[src/rtl/bcd_scan_display.sv]
// bcd_scan_display: multiplexed multi-digit 7-segment driver.
// Holds a shadow copy of a packed BCD word and scans it one digit per
// prescaler slot. It adds leading-zero blanking, per-digit decimal points
// and a whole-display blink. seg/dp/an are registered together, so there is
// no skew between the segment lines and the digit enables.
module bcd_scan_display #(
    parameter int unsigned DIGITS         = 4,
    parameter int unsigned PRESCALE       = 50000,
    parameter int unsigned BLINK_SCANS    = 64,
    parameter bit          SEG_ACTIVE_LOW = 1'b1,
    parameter bit          AN_ACTIVE_LOW  = 1'b1
) (
    input  logic                  clk,
    input  logic                  rst,
    input  logic [4*DIGITS-1:0]   bcd_in,
    input  logic [DIGITS-1:0]     dp_in,
    input  logic                  load,
    input  logic                  blank_lz,
    input  logic                  blink_en,
    output logic [6:0]            seg,
    output logic                  dp,
    output logic [DIGITS-1:0]     an,
    output logic                  slot_tick
);

    localparam int unsigned PW = (PRESCALE > 1) ? $clog2(PRESCALE) : 1;
    localparam int unsigned IW = (DIGITS > 1) ? $clog2(DIGITS) : 1;
    localparam int unsigned BW = (BLINK_SCANS > 1) ? $clog2(BLINK_SCANS) : 1;

    localparam logic [PW-1:0]     PRE_LAST   = PW'(PRESCALE - 1);
    localparam logic [IW-1:0]     IDX_LAST   = IW'(DIGITS - 1);
    localparam logic [BW-1:0]     BLINK_LAST = BW'(BLINK_SCANS - 1);
    localparam logic [6:0]        SEG_OFF    = {7{SEG_ACTIVE_LOW}};
    localparam logic              DP_OFF     = SEG_ACTIVE_LOW;
    localparam logic [DIGITS-1:0] AN_OFF     = {DIGITS{AN_ACTIVE_LOW}};

    typedef enum logic {
        PH_VISIBLE = 1'b0,
        PH_HIDDEN  = 1'b1
    } phase_t;

    logic [PW-1:0]            pre_cnt;
    logic [IW-1:0]            idx;
    logic [DIGITS-1:0][3:0]   shadow_bcd;
    logic [DIGITS-1:0]        shadow_dp;
    logic [DIGITS-1:0][3:0]   disp_bcd;
    logic [DIGITS-1:0]        disp_dp;
    phase_t                   phase_q;
    phase_t                   phase_d;
    logic [BW-1:0]            blink_cnt_q;
    logic [BW-1:0]            blink_cnt_d;

    logic                     slot_wrap_c;
    logic                     scan_wrap_c;
    logic [DIGITS-1:0]        lz_mask_c;
    logic                     zero_run_c;
    logic [3:0]               cur_code_c;
    logic                     cur_dp_c;
    logic                     cur_lz_c;
    logic [6:0]               lit_c;
    logic                     an_on_c;
    logic [DIGITS-1:0]        onehot_c;
    logic [6:0]               seg_c;
    logic                     dp_c;
    logic [DIGITS-1:0]        an_c;

    // BCD to segments, active-high sense, bit 6 = a ... bit 0 = g
    function automatic logic [6:0] decode_seg(input logic [3:0] code);
        logic [6:0] s;
        case (code)
            4'd0:    s = 7'b1111110;
            4'd1:    s = 7'b0110000;
            4'd2:    s = 7'b1101101;
            4'd3:    s = 7'b1111001;
            4'd4:    s = 7'b0110011;
            4'd5:    s = 7'b1011011;
            4'd6:    s = 7'b1011111;
            4'd7:    s = 7'b1110000;
            4'd8:    s = 7'b1111111;
            4'd9:    s = 7'b1111011;
            default: s = 7'b0000000;
        endcase
        return s;
    endfunction

    assign slot_wrap_c = (pre_cnt == PRE_LAST);
    assign scan_wrap_c = slot_wrap_c && (idx == IDX_LAST);

    // Slot prescaler and digit index
    always_ff @(posedge clk) begin
        if (rst) begin
            pre_cnt <= '0;
            idx     <= '0;
        end else begin
            pre_cnt <= slot_wrap_c ? '0 : pre_cnt + PW'(1);
            if (slot_wrap_c) begin
                idx <= (idx == IDX_LAST) ? '0 : idx + IW'(1);
            end
        end
    end

    // Shadow capture of the incoming BCD word and decimal points
    always_ff @(posedge clk) begin
        if (rst) begin
            shadow_bcd <= '0;
            shadow_dp  <= '0;
        end else if (load) begin
            shadow_bcd <= bcd_in;
            shadow_dp  <= dp_in;
        end
    end

    // Display copy refreshed only at slot boundaries so a load never changes a digit mid-slot
    always_ff @(posedge clk) begin
        if (rst) begin
            disp_bcd <= '0;
            disp_dp  <= '0;
        end else if (slot_wrap_c) begin
            disp_bcd <= shadow_bcd;
            disp_dp  <= shadow_dp;
        end
    end

    // Blink phase state register
    always_ff @(posedge clk) begin
        if (rst) begin
            phase_q     <= PH_VISIBLE;
            blink_cnt_q <= '0;
        end else begin
            phase_q     <= phase_d;
            blink_cnt_q <= blink_cnt_d;
        end
    end

    // Blink next state: count full scans, toggle phase every BLINK_SCANS of them
    always_comb begin
        phase_d     = phase_q;
        blink_cnt_d = blink_cnt_q;
        if (scan_wrap_c) begin
            if (blink_cnt_q == BLINK_LAST) begin
                blink_cnt_d = '0;
                phase_d     = (phase_q == PH_VISIBLE) ? PH_HIDDEN : PH_VISIBLE;
            end else begin
                blink_cnt_d = blink_cnt_q + BW'(1);
            end
        end
    end

    // Leading-zero mask: a digit is blankable if it and all higher digits are zero
    always_comb begin
        lz_mask_c  = '0;
        zero_run_c = 1'b1;
        for (int k = int'(DIGITS) - 1; k >= 0; k--) begin
            zero_run_c   = zero_run_c & (disp_bcd[k] == 4'd0);
            lz_mask_c[k] = zero_run_c & (k != 0);
        end
    end

    // Current digit selection
    always_comb begin
        cur_code_c = '0;
        cur_dp_c   = 1'b0;
        cur_lz_c   = 1'b0;
        for (int k = 0; k < int'(DIGITS); k++) begin
            if (idx == IW'(k)) begin
                cur_code_c = disp_bcd[k];
                cur_dp_c   = disp_dp[k];
                cur_lz_c   = blank_lz & lz_mask_c[k];
            end
        end
    end

    // Next output values; a blanked digit keeps its enable only to show its decimal point
    always_comb begin
        lit_c    = cur_lz_c ? 7'b0000000 : decode_seg(cur_code_c);
        onehot_c = DIGITS'(1) << idx;
        an_on_c  = !(cur_lz_c && !cur_dp_c) && !(blink_en && (phase_q == PH_HIDDEN));
        seg_c    = lit_c ^ SEG_OFF;
        dp_c     = cur_dp_c ^ DP_OFF;
        an_c     = an_on_c ? (onehot_c ^ AN_OFF) : AN_OFF;
    end

    // Registered board outputs and slot pulse
    always_ff @(posedge clk) begin
        if (rst) begin
            seg       <= SEG_OFF;
            dp        <= DP_OFF;
            an        <= AN_OFF;
            slot_tick <= 1'b0;
        end else begin
            seg       <= seg_c;
            dp        <= dp_c;
            an        <= an_c;
            slot_tick <= slot_wrap_c;
        end
    end

endmodule

[config.mk]
export PLATFORM = sky130hd
export DESIGN_NAME = bcd_scan_display
export DESIGN_NICKNAME = d
export VERILOG_FILES = /design/src/rtl/bcd_scan_display.sv
export SDC_FILE = /design/constraint.sdc
export NUM_CORES = 1
export LEC_CHECK = 0
export CAP_MARGIN = 15
export CORE_ASPECT_RATIO = 1.2
export CORE_MARGIN = 4
export CORE_UTILIZATION = 25
export CTS_CLUSTER_SIZE = 8
export DETAILED_ROUTE_END_ITERATION = 8
export GPL_TIMING_DRIVEN = 1
export SETUP_SLACK_MARGIN = 0.05
export SLEW_MARGIN = 20
export SYNTH_ARGS = -nofsm -noshare
export SYNTH_HDL_FRONTEND = slang
export SYNTH_SLANG_ARGS = --single-unit
[constraint.sdc]
create_clock -name clk -period 4.35 [get_ports clk]
set_clock_uncertainty 0.05 [all_clocks]
set_input_delay 0.87 -clock clk [delete_from_list [all_inputs] [get_ports clk]]
set_output_delay 0.87 -clock clk [all_outputs]
set_load 0.01 [all_outputs]
; ---- Word-level counts from Yosys, hierarchy flattened
; Memories as Yosys holds them, arrays and structs flattened.
; Index checks and enable logic that the tools add are counted.
[op_classes]
reduce_logical = 14
bitwise = 9
n_eq_ne = 5
n_shift = 1
n_addsub = 3
n_mux = 15
[op_table]
columns = cell, count
row1 = 16-bit by 1-bit adder with 16-bit output (second input constant), 1
row2 = 16-bit == test (second input constant), 1
row3 = 4-bit two-way mux, 4
row4 = 4-bit logical NOT, 3
row5 = 1-bit two-way mux, 8
row6 = 7-bit two-way mux, 1
row7 = 7-bit NOT, 1
row8 = 6-bit by 1-bit adder with 6-bit output (second input constant), 1
row9 = 6-bit == test (second input constant), 1
row10 = 6-bit two-way mux, 1
row11 = 1-bit bitwise AND, 5
row12 = 2-bit == test (second input constant), 2
row13 = 1-bit logical AND, 4
row14 = 4-bit NOT, 1
row15 = 2-bit OR reduction, 2
row16 = 1-bit by 2-bit left shift with 4-bit output (first input constant), 1
row17 = 1-bit logical NOT, 3
row18 = 2-bit by 1-bit adder with 2-bit output (second input constant), 1
row19 = 2-bit by 1-bit == test with 1-bit output (second input constant), 1
row20 = 2-bit logical NOT, 1
row21 = 2-bit two-way mux, 1
row22 = 1-bit NOT, 2
row23 = 2-bit AND reduction, 1
[word_totals]
n_memories = 1
ff_bits = 78
input_bits = 25
romBits = 112
elab_cells = 66
output_inout_bits = 13
[memory_table]
columns = name, words, word_bits, read_ports, rd_clocked_by_memory_dff, wr, line
row1 = (no name shown), 16, 7, 1, 0, 0, 70  ; case (code)

; ---- Depth between registers and ports, before layout
; Gate-level depths: netlist of the first run.
[depth]
ltp_word = 12
ltp_mapped = 11
depth_no_buf = 10

; ---- Worst setup path after synthesis of the first run
; No wires, ideal clock.
[synth_timing]
path_kind = reg-to-reg
startpoint = register idx[0]
endpoint = register seg[3]
n_path_buf = 2
setup_ps = 95
t_arrival_ps = 2220
period_less_slack_ps = 2366
path_stages_with_launch = 9
slack_ps = 1984
required_time_ps = 4205
path_cell_list = dfxtp_1 ha_1 buf_2 buf_1 a221oi_1 inv_1 ha_1 and2_1 o311ai_1
[synth_via]
elab_chain_cells = 8
word_cells_on_any_way = 14
cone_classes = eq/ne: 3 / mux: 8 / bitwise: 1 / reduce/logical: 1 / memory: 1
[synth_rtl]
columns = item, line
row1 = from (decl), 43  ; logic [IW-1:0] idx;
row2 = from (signal assigned), 97  ; idx <= (idx == IDX_LAST) ? '0 : idx + IW'(1);
row3 = 2-bit logical NOT, 165  ; if (idx == IW'(k)) begin
row4 = 4-bit two-way mux (4 in series), 165
row5 = memory 16 x 7 bit, n/a
row6 = 7-bit two-way mux (*), 175  ; lit_c = cur_lz_c ? 7'b0000000 : decode_seg(cur_code_c);
row7 = 7-bit NOT (no source line) (*), n/a
row8 = to (signal assigned), 191  ; seg <= seg_c;
row9 = to (decl), 20  ; output logic [6:0] seg,
; Mark *: on every way between the ends. The rest lies on a longest branch, timed or not.
; A chain may end at the register's enable or synchronous reset.

; ---- Worst setup path in the final report of the first run
[layout_timing]
startpoint = register idx[1]
endpoint = register seg[3]
; The elaborated chain is that of the path after synthesis.

==> flow_summary.ini, run 1 <==
[status]
outcome = complete, no violations

[grt]
antenna_found_initial = 0
first_global_vias = 2630
grt_pass1_wl_mm = 12.28
grt_start_max_net_pins = 57
grt_util_all_layers_pct = 9.821
grt_overflow_total = 0

[clock_network]
postCtsSetupBuffers = 0
post_cts_resized = 0
cts_buffers = 9
cts_tree = done
postCtsHoldBufs = 0
htree_levels = 3
cts.sinks = 78
root_buffer = clkbuf_16
cts_max_path_buffers = 2
cts.clk_slew.worst_paths_ns = 0.06
clk_latency_ns = 0.33

[yosys]
synth.area.top_cells = dfxtp_1 (45%), mux2i_1 (6.7%), nand2_1 (5.4%)
yosys_warnings = 0
yosysSeqAreaShare_pct = 45.28
netlist_area_um2 = 3448
synth_top_area_share_pct = 45.28
synth_top_area_cell = dfxtp_1
async_flop_share_pct = 0
ys_ff_latch = 78
synth_cell_type_count = 58
syn_inst = 381
synth.avg_cell_area_um2 = 9.051
synth_fp_nets = 417
synth_edf_count = 0
synthFlopType = dfxtp_1

[place]
place.gp.congestion = 0.7854
dp_slack_ns = 1.587
portBuffers = 37
dp_hpwl_mm = 5.186
dp.cells = 562

[floorplan]
rows = 46
initial_core_util_pct = 25.82
fp.dieW_um = 115.2
die-area_um2 = 15740
fp.coreArea_um2 = 13350
ios = 38
die_h_um = 136.7

[cells_and_area]
area_delta_synth_final_pct = 22.61
diodes = 0
finalNetCount = 441
most-common-layout-cells = dfxtp_1 (78), nand2_1 (50), nor2_1 (38), clkdlybuf4s50_1 (35), a21oi_1 (34)
stdcell_count = 578
drive_above_1_share_pct = 8.293
seqCellArea_um2 = 1562
layout_commonest_cell = dfxtp_1
multiInputGateArea_um2 = 1723
post-route-util_pct = 31.66
fill_cells = 1385

[power]
irDropWorstVdd_mv = 0.1358
pwr_density_cell_nw_per_um2 = 385.1
power.leakage_nw = 1.569

[timing]
slew_headroom_pct = 33.85
finalSetupTns_ns = 0
fmax_mhz = 350.4
min_period_ns = 2.854
tightest_slew_ns = 0.9923
finalHoldViolations = 0
rsz0062_at_grt = no
drv_slew = 0
holdWs_ns = 0.3965
timing.final.ws_setup_ns = 1.496
finalCritPeriodShare_pct = 65.62
setup_viol = 0

[hold_path]
min_from = pre_cnt[0]$_SDFF_PP0_
worstHoldPathType = reg2reg
holdPathStages = 1
hold_end = pre_cnt[0]$_SDFF_PP0_

[routing]
routed_wl_mm = 7.430
ant_nets = 0
drt_pass1_iterations = 4
wl_per_cell_um = 12.85
drtIter0Drc = 103
vias_per_cell = 4.739
vias = 2739
route.detailed.drc = 0

[critical_path]
crit_path_end_kind = flip-flop
worst-r2r-cell-count = 7
r2r-start = idx[1]$_SDFFE_PP0P_
critPathMaxStageDelay_ns = 0.69
critPathRequiredTime_ns = 4.54
worstPathArrival_ns = 3.04
crit_chain = ha_1 > a211oi_1 > a221oi_1 > inv_1 > ha_1 > and2_1 > o311ai_1
worst-setup-path-type = reg2reg
worstReg2RegEnd = seg[3]$_SDFF_PP1_
startpoint_type = flip-flop
slowest_stage = ha_1
crit_fanout = 24
crit_top_cell = ha_1
rrSetupSlack_ns = 1.50

[run]
cap_violations = 0
## critical path: cells and delay by family (launching register included)
family / cells / cell delay (ns)
AO/OA/AOI/OAI: 3 / 0.94
buffers and inverters: 1 / 0.19
flip-flops: 1 / 0.39
AND/OR/NAND/NOR: 1 / 0.14
adder cells (fa/ha/maj): 2 / 1.04
## kinds of logic (layout without fill, tap and decap cells)
family	after synthesis	in the layout	synth area share, %
and+or+nand+nor	153	153	23.33
DFF	78	78	45.28
AOI/OAI and AO/OA	69	69	12.77
buffers and inverters	35	64	4.753
muxes	25	25	7.329
adders and majority gates	11	11	3.991
xor gates and xnor gates	10	10	2.540
## synthesized netlist by cell type, drive strengths merged (4+ instances only)
library cell,instances
clkbuf,11
xor2,8
nor2,38
o211ai,4
and3,5
nor3b,4
o31ai,4
or4,4
buf,13
mux2i,23
o21ai,9
nand3,12
a211oi,5
a21oi,35
nand2,50
nand4,8
ha,11
dfxtp,78
inv,11
## power by group
group          total (W)  internal, W  switching (W)  leakage, nW
Sequential      0.000740     0.000731     0.00000883        0.636
Combinational  0.0000729    0.0000396      0.0000333        0.778
Clock           0.000815     0.000521       0.000294        0.156
Total            0.00163      0.00129       0.000336         1.57
## through the flow
stage          total power (W)  instance area (µm²)
3_3_place_gp         0.0008288                 3901
4_1_cts               0.001653                 4233
3_5_place_dp         0.0008315                 3901
2_1_floorplan        0.0007920                 3448
5_1_grt               0.001691                 4228
6_report              0.001628                 4228
## registers in the layout (all words and copies together) (netlist names), 4 cells and up
| name | flops |
|---|---|
| disp_dp | 4 |
| shadow_bcd | 16 |
| blink_cnt_q | 6 |
| seg | 7 |
| shadow_dp | 4 |
| an | 4 |
| pre_cnt | 16 |
| disp_bcd | 16 |
## area by class of cell
class | count | area share [%]
well taps | 168 | 4.972
clock inverters | 6 | 2.190
clock buffers | 10 | 5.653
flip-flops and latches | 78 | 36.93
repair buffers | 37 | 8.523
multi-input cells | 268 | 40.75
inverters | 11 | 0.9766
## metal layers
metal	track usage (%)	wire length, µm	share of wire (%)	vias up
li1	-	-	-	1387
met4	5.284	192	2.6	0
met1	11.68	3395	46	1293
met3	3.140	306	4.1	14
met2	15.67	3536	48	45
met5	0	0	0	-
## worst max-delay path by stage
stage / slack (ns) / to / depth (start not counted) / startpoint
floorplan: 1.98 / seg[3]$_SDFF_PP1_ / 8 / idx[0]$_SDFFE_PP0P_
global placement: 1.68 / shadow_bcd[1]$_SDFFE_PP0P_ / 3 / load
detailed placement: 1.59 / seg[3]$_SDFF_PP1_ / 7 / idx[1]$_SDFFE_PP0P_
CTS: 1.52 / seg[3]$_SDFF_PP1_ / 7 / idx[1]$_SDFFE_PP0P_
global route: 1.27 / seg[2]$_SDFF_PP1_ / 9 / idx[1]$_SDFFE_PP0P_
finish: 1.50 / seg[3]$_SDFF_PP1_ / 7 / idx[1]$_SDFFE_PP0P_
Power figures use the tool's default switching activity.
==> inputs of run 2 (changes only) <==
==> constraint.sdc (replaced) <==
create_clock -name clk -period 2.51 [get_ports clk]
set_clock_uncertainty 0.05 [all_clocks]
set_input_delay 0.502 -clock clk [delete_from_list [all_inputs] [get_ports clk]]
set_output_delay 0.502 -clock clk [all_outputs]
set_load 0.01 [all_outputs]
==> run 2 against run 1 <==
Net effect:
- sequential cell count unchanged
- largest power group unchanged
- register-to-register slack got worse by 1.2 ns
- via count increased by 0.33%
- first-iteration DRC count increased by 70%
- critical path type unchanged
- wire length decreased by 1.6%
- critical path depth increased by 3
==> flow_summary.ini, run 2 (synthesis results as in run 1) <==
[status]
outcome = complete, no violations

[critical_path]
crit_chain = inv_1 > ha_2 > nand3b_1 > a221o_1 > inv_1 > ha_1 > inv_1 > o2111a_1 > a211oi_1 > o21ai_1
worstPathArrival_ns = 2.36
cp_num_buf_inv = 3
critPathMaxStageDelay_ns = 0.38
critPathRequiredTime_ns = 2.66
startpoint_type = flip-flop
crit_path_end_kind = flip-flop
worst-setup-path-type = reg2reg
crit_top_cell = inv_1
crit_family = compound AO/OA/AOI/OAI gates
crit_fanout = 13
slowest_stage = dfxtp_1

[floorplan]
initial_core_util_pct = 25.82
ios = 38
die-area_um2 = 15740
fp.dieW_um = 115.2
rows = 46
fp.coreArea_um2 = 13350
die_h_um = 136.7

[routing]
vias_per_cell = 4.697
route.detailed.drc = 0
wl_per_cell_um = 12.50
routed_wl_mm = 7.314
ant_nets = 0
drt_pass1_iterations = 4
vias = 2748
drtIter0Drc = 175

[clock_network]
clk_latency_ns = 0.33
cts.clk_slew.worst_paths_ns = 0.06
cts.sinks = 78
root_buffer = clkbuf_16
post_cts_resized = 0
cts_buffers = 9
postCtsSetupBuffers = 0
cts_max_path_buffers = 2
cts_tree = done
postCtsHoldBufs = 0
htree_levels = 3

[grt]
grt_start_max_net_pins = 45
grt_util_all_layers_pct = 9.751
first_global_vias = 2607
grt_pass1_wl_mm = 12.38
antenna_found_initial = 0
grt_overflow_total = 0

[power]
power.leakage_nw = 1.610
irDropWorstVdd_mv = 0.3375
pwr_density_cell_nw_per_um2 = 655.1

[cells_and_area]
most-common-layout-cells = dfxtp_1 (78), nand2_1 (50), nor2_1 (38), clkdlybuf4s50_1 (36), a21oi_1 (34)
reg_top3 = disp_bcd: 16 flops, pre_cnt: 16 flops, shadow_bcd: 16 flops
diodes = 0
layout_commonest_cell = dfxtp_1
finalNetCount = 448
drive_above_1_share_pct = 10.07
area_delta_synth_final_pct = 24.82
post-route-util_pct = 32.23

[timing]
slew_headroom_pct = 64.65
tightest_slew_ns = 0.5278
finalSetupTns_ns = 0
finalHoldViolations = 0
min_period_ns = 2.218
drv_slew = 0
fmax_mhz = 450.9
rsz0062_at_grt = no
finalCritPeriodShare_pct = 88.35
setup_viol = 0

[run]
cap_violations = 0

[place]
dp_hpwl_mm = 5.334
place.gp.congestion = 0.8060
portBuffers = 37

[hold_path]
worstHoldPathType = reg2reg
[run 2: cell count changes in the layout (fill, tap and decap cells not counted), sizes merged]
cell,delta
buf,+6
clkinvlp,-2
clkinv,+4
inv,-2
clkdlybuf4s50,+1
[run 2: final cells by class]
cell class                 instances  area (µm²)
clock buffer                      10       239.0
timing repair buffer              44       417.9
clock inverter                     6       95.09
sequential                        78        1562
tap                              168       210.2
fill                            1399        9049
multi-input combinational        268        1739
inverter                          11       41.29
[run 2: routing by layer]
layer,vias up,part of all wire [%],global-route usage (%),wire length [µm]
met5,-,0,0,0
met4,0,2.9,6.132,213
met3,15,4.1,2.123,297
met2,49,48,15.48,3545
met1,1284,45,11.91,3257
li1,1400,-,-,-
[run 2: worst paths after layout]
| kind | slack [ns] | cells past startpoint | start | to |
|---|---|---|---|---|
| max | 0.29 | 10 | idx[1]$_SDFFE_PP0P_ | seg[2]$_SDFF_PP1_ |
| min | 0.39 | 1 | pre_cnt[0]$_SDFF_PP0_ | pre_cnt[0]$_SDFF_PP0_ |
| max reg2reg | 0.29 | 10 | idx[1]$_SDFFE_PP0P_ | seg[2]$_SDFF_PP1_ |
| min reg2reg | 0.39 | 1 | pre_cnt[0]$_SDFF_PP0_ | pre_cnt[0]$_SDFF_PP0_ |
[run 2: metrics by stage]
| step | cell area [µm²] | instances | setup slack [ns] | power (W) | hold slack (ns) |
|---|---|---|---|---|---|
| 3_5_place_dp | 3954 | 569 | 0.2027 | 0.001440 | 0.3827 |
| 2_1_floorplan | 3448 | 381 | 0.1443 | 0.001373 | 0.3632 |
| 3_3_place_gp | 3954 | 569 | 0.2814 | 0.001436 | 0.3734 |
| 4_1_cts | 4288 | 585 | 0.1785 | 0.002857 | 0.3917 |
| 6_report | 4304 | 585 | 0.2923 | 0.002820 | 0.3884 |
| 5_1_grt | 4304 | 585 | 0.1164 | 0.002919 | 0.4169 |
[run 2: report_power, final]
part	switching (W)	leakage, nW	internal [W]
clock network	0.000506	0.163	0.000904
logic	0.0000563	0.811	0.0000713
registers	0.0000150	0.636	0.00127
total	0.000577	1.61	0.00224
==> inputs of run 3 (changes only) <==
--- a/config.mk
+++ b/config.mk
@@ -8,12 +8,11 @@
 export CAP_MARGIN = 15
 export CORE_ASPECT_RATIO = 1.2
 export CORE_MARGIN = 4
-export CORE_UTILIZATION = 25
+export CORE_UTILIZATION = 35
 export CTS_CLUSTER_SIZE = 8
 export DETAILED_ROUTE_END_ITERATION = 8
 export GPL_TIMING_DRIVEN = 1
 export SETUP_SLACK_MARGIN = 0.05
-export SLEW_MARGIN = 20
 export SYNTH_ARGS = -nofsm -noshare
 export SYNTH_HDL_FRONTEND = slang
 export SYNTH_SLANG_ARGS = --single-unit
==> constraint.sdc (replaced) <==
create_clock -name clk -period 2.35 [get_ports clk]
set_clock_uncertainty 0.05 [all_clocks]
set_input_delay 0.47 -clock clk [delete_from_list [all_inputs] [get_ports clk]]
set_output_delay 0.47 -clock clk [all_outputs]
set_load 0.01 [all_outputs]
==> run 3 against run 2 <==
Net effect:
- critical path depth down 1
- register-to-register slack worse by 0.12 ns
- cell count shrank 7.2%
- setup slack got worse by 0.12 ns
- fmax increased by 1.9%
- clock power fell by 9.9%
- count of clock-buffer cells in the layout up 2
- critical path type unchanged
==> flow_summary.ini, run 3 (synthesis results as in run 1) <==
[status]
outcome = complete, no violations

[critical_path]
rrSetupSlack_ns = 0.17
crit_path_end_kind = flip-flop
crit_fanout = 9
cp_num_buf_inv = 2
slowest_stage = a221o_1
crit_chain = ha_1 > a211oi_1 > a221o_1 > inv_2 > ha_1 > inv_1 > o2111a_1 > a211oi_1 > o21ai_1
worst-setup-path-type = reg2reg
critPathRequiredTime_ns = 2.49
startpoint_type = flip-flop
critPathMaxStageDelay_ns = 0.42
crit_family = compound AO/OA/AOI/OAI gates
worstPathArrival_ns = 2.32

[clock_network]
htree_levels = 3
root_buffer = clkbuf_16
cts.clk_slew.worst_paths_ns = 0.06
cts.sinks = 78
cts_max_path_buffers = 2
clk_latency_ns = 0.33
cts_buffers = 9
postCtsHoldBufs = 0
cts_tree = done

[routing]
drt_pass1_iterations = 4
wl_per_cell_um = 13.10
ant_nets = 0
vias = 2769
vias_per_cell = 5.099
drtIter0Drc = 100
routed_wl_mm = 7.116
route.detailed.drc = 0

[power]
pwr_density_cell_nw_per_um2 = 657.5
power.leakage_nw = 1.595
irDropWorstVdd_mv = 0.4227
report.power.total_w = 0.002776

[floorplan]
die_h_um = 116.7
initial_core_util_pct = 36.05
fp.coreArea_um2 = 9564
fp.dieW_um = 98.61
ios = 38
die-area_um2 = 11510
rows = 39

[grt]
antenna_found_initial = 0
grt_pass1_wl_mm = 12.40
grt_overflow_total = 0
first_global_vias = 2651
grt_start_max_net_pins = 39
grt_util_all_layers_pct = 13.02

[timing]
setup_viol = 0
tightest_slew_ns = 0.5100
slew_headroom_pct = 65.84
rsz0062_at_grt = no
drv_slew = 0
finalSetupTns_ns = 0
min_period_ns = 2.176
fmax_mhz = 459.6
finalHoldViolations = 0
finalCritPeriodShare_pct = 92.58

[place]
dp_hpwl_mm = 5.031
portBuffers = 37
place.gp.congestion = 0.8700
place_area_um2 = 3926

[cells_and_area]
drive_above_1_share_pct = 11.43
post-route-util_pct = 44.14
final_area_um2 = 4222
most-common-layout-cells = dfxtp_1 (78), nand2_1 (50), nor2_1 (38), clkdlybuf4s50_1 (36), a21oi_1 (34)
area_delta_synth_final_pct = 22.42
reg_top3 = disp_bcd: 16 flops, pre_cnt: 16 flops, shadow_bcd: 16 flops
layout_commonest_cell = dfxtp_1
finalNetCount = 452
diodes = 0

[run]
cap_violations = 0

[hold_path]
worstHoldPathType = reg2reg
## run 3: changes by cell type in the layout (fill, tap and decap cells not counted), moves of 2 or more
cell        before  now
bufinv_16        2    0
ha_2             1    3
ha_1            10    8
clkinvlp_4       0    2
buf_4            7   11
clkinv_4         4    0
## run 3: worst register-to-register path, cell delays in order, from the launching register on
cell and delay, ns:
dfxtp_1 0.38, ha_1 0.36, a211oi_1 0.10, a221o_1 0.42, inv_2 0.12, ha_1 0.15
inv_1 0.05, o2111a_1 0.14, a211oi_1 0.19, o21ai_1 0.08
## run 3: per-stage QoR
step	instances	worst slack, ns	hold WS [ns]
3_3_place_gp	527	0.2345	0.3734
5_1_grt	543	0.04796	0.4250
3_5_place_dp	527	0.1014	0.3841
4_1_cts	542	0.09325	0.3925
2_1_floorplan	381	0.1061	0.3632
6_report	543	0.1744	0.3899
## run 3: area by class of cell
| class | count | area (µm²) |
|---|---|---|
| fillers | 995 | 5343 |
| multi-input cells | 268 | 1740 |
| flip-flops and latches | 78 | 1562 |
| repair buffers | 48 | 447.9 |
| clock buffers | 12 | 256.5 |
| well taps | 123 | 153.9 |
| inverters | 11 | 41.29 |
| clock inverters | 3 | 20.02 |
## run 3: what timing repair did
| item | 4_1_cts | 5_1_grt |
|---|---|---|
| resized for setup | 0 | 5 |
| endpoints found under the setup margin | 0 | 4 |
| endpoints found under the hold margin | 0 | 0 |
| setup buffers | 0 | 1 |
## run 3: worst paths after layout
path / from / endpoint / cells after the start
setup / recovery: idx[0]$_SDFFE_PP0P_ / seg[2]$_SDFF_PP1_ / 9
setup reg to reg: idx[0]$_SDFFE_PP0P_ / seg[2]$_SDFF_PP1_ / 9
hold / removal: pre_cnt[0]$_SDFF_PP0_ / pre_cnt[0]$_SDFF_PP0_ / 1
hold reg to reg: pre_cnt[0]$_SDFF_PP0_ / pre_cnt[0]$_SDFF_PP0_ / 1
## run 3: per-layer routing
metal	global-route usage, %	share of wire [%]
met1	17.49	50
met2	20.43	45
met3	2.449	3.8
met4	5.920	1.9
met5	0	0
## run 3: report_power, final
| part | internal (W) | total (W) | switching, W |
|---|---|---|---|
| registers | 0.00135 | 0.00137 | 0.0000166 |
| clock network | 0.000765 | 0.00127 | 0.000507 |
| logic | 0.0000756 | 0.000133 | 0.0000576 |
| total | 0.00219 | 0.00278 | 0.000581 |
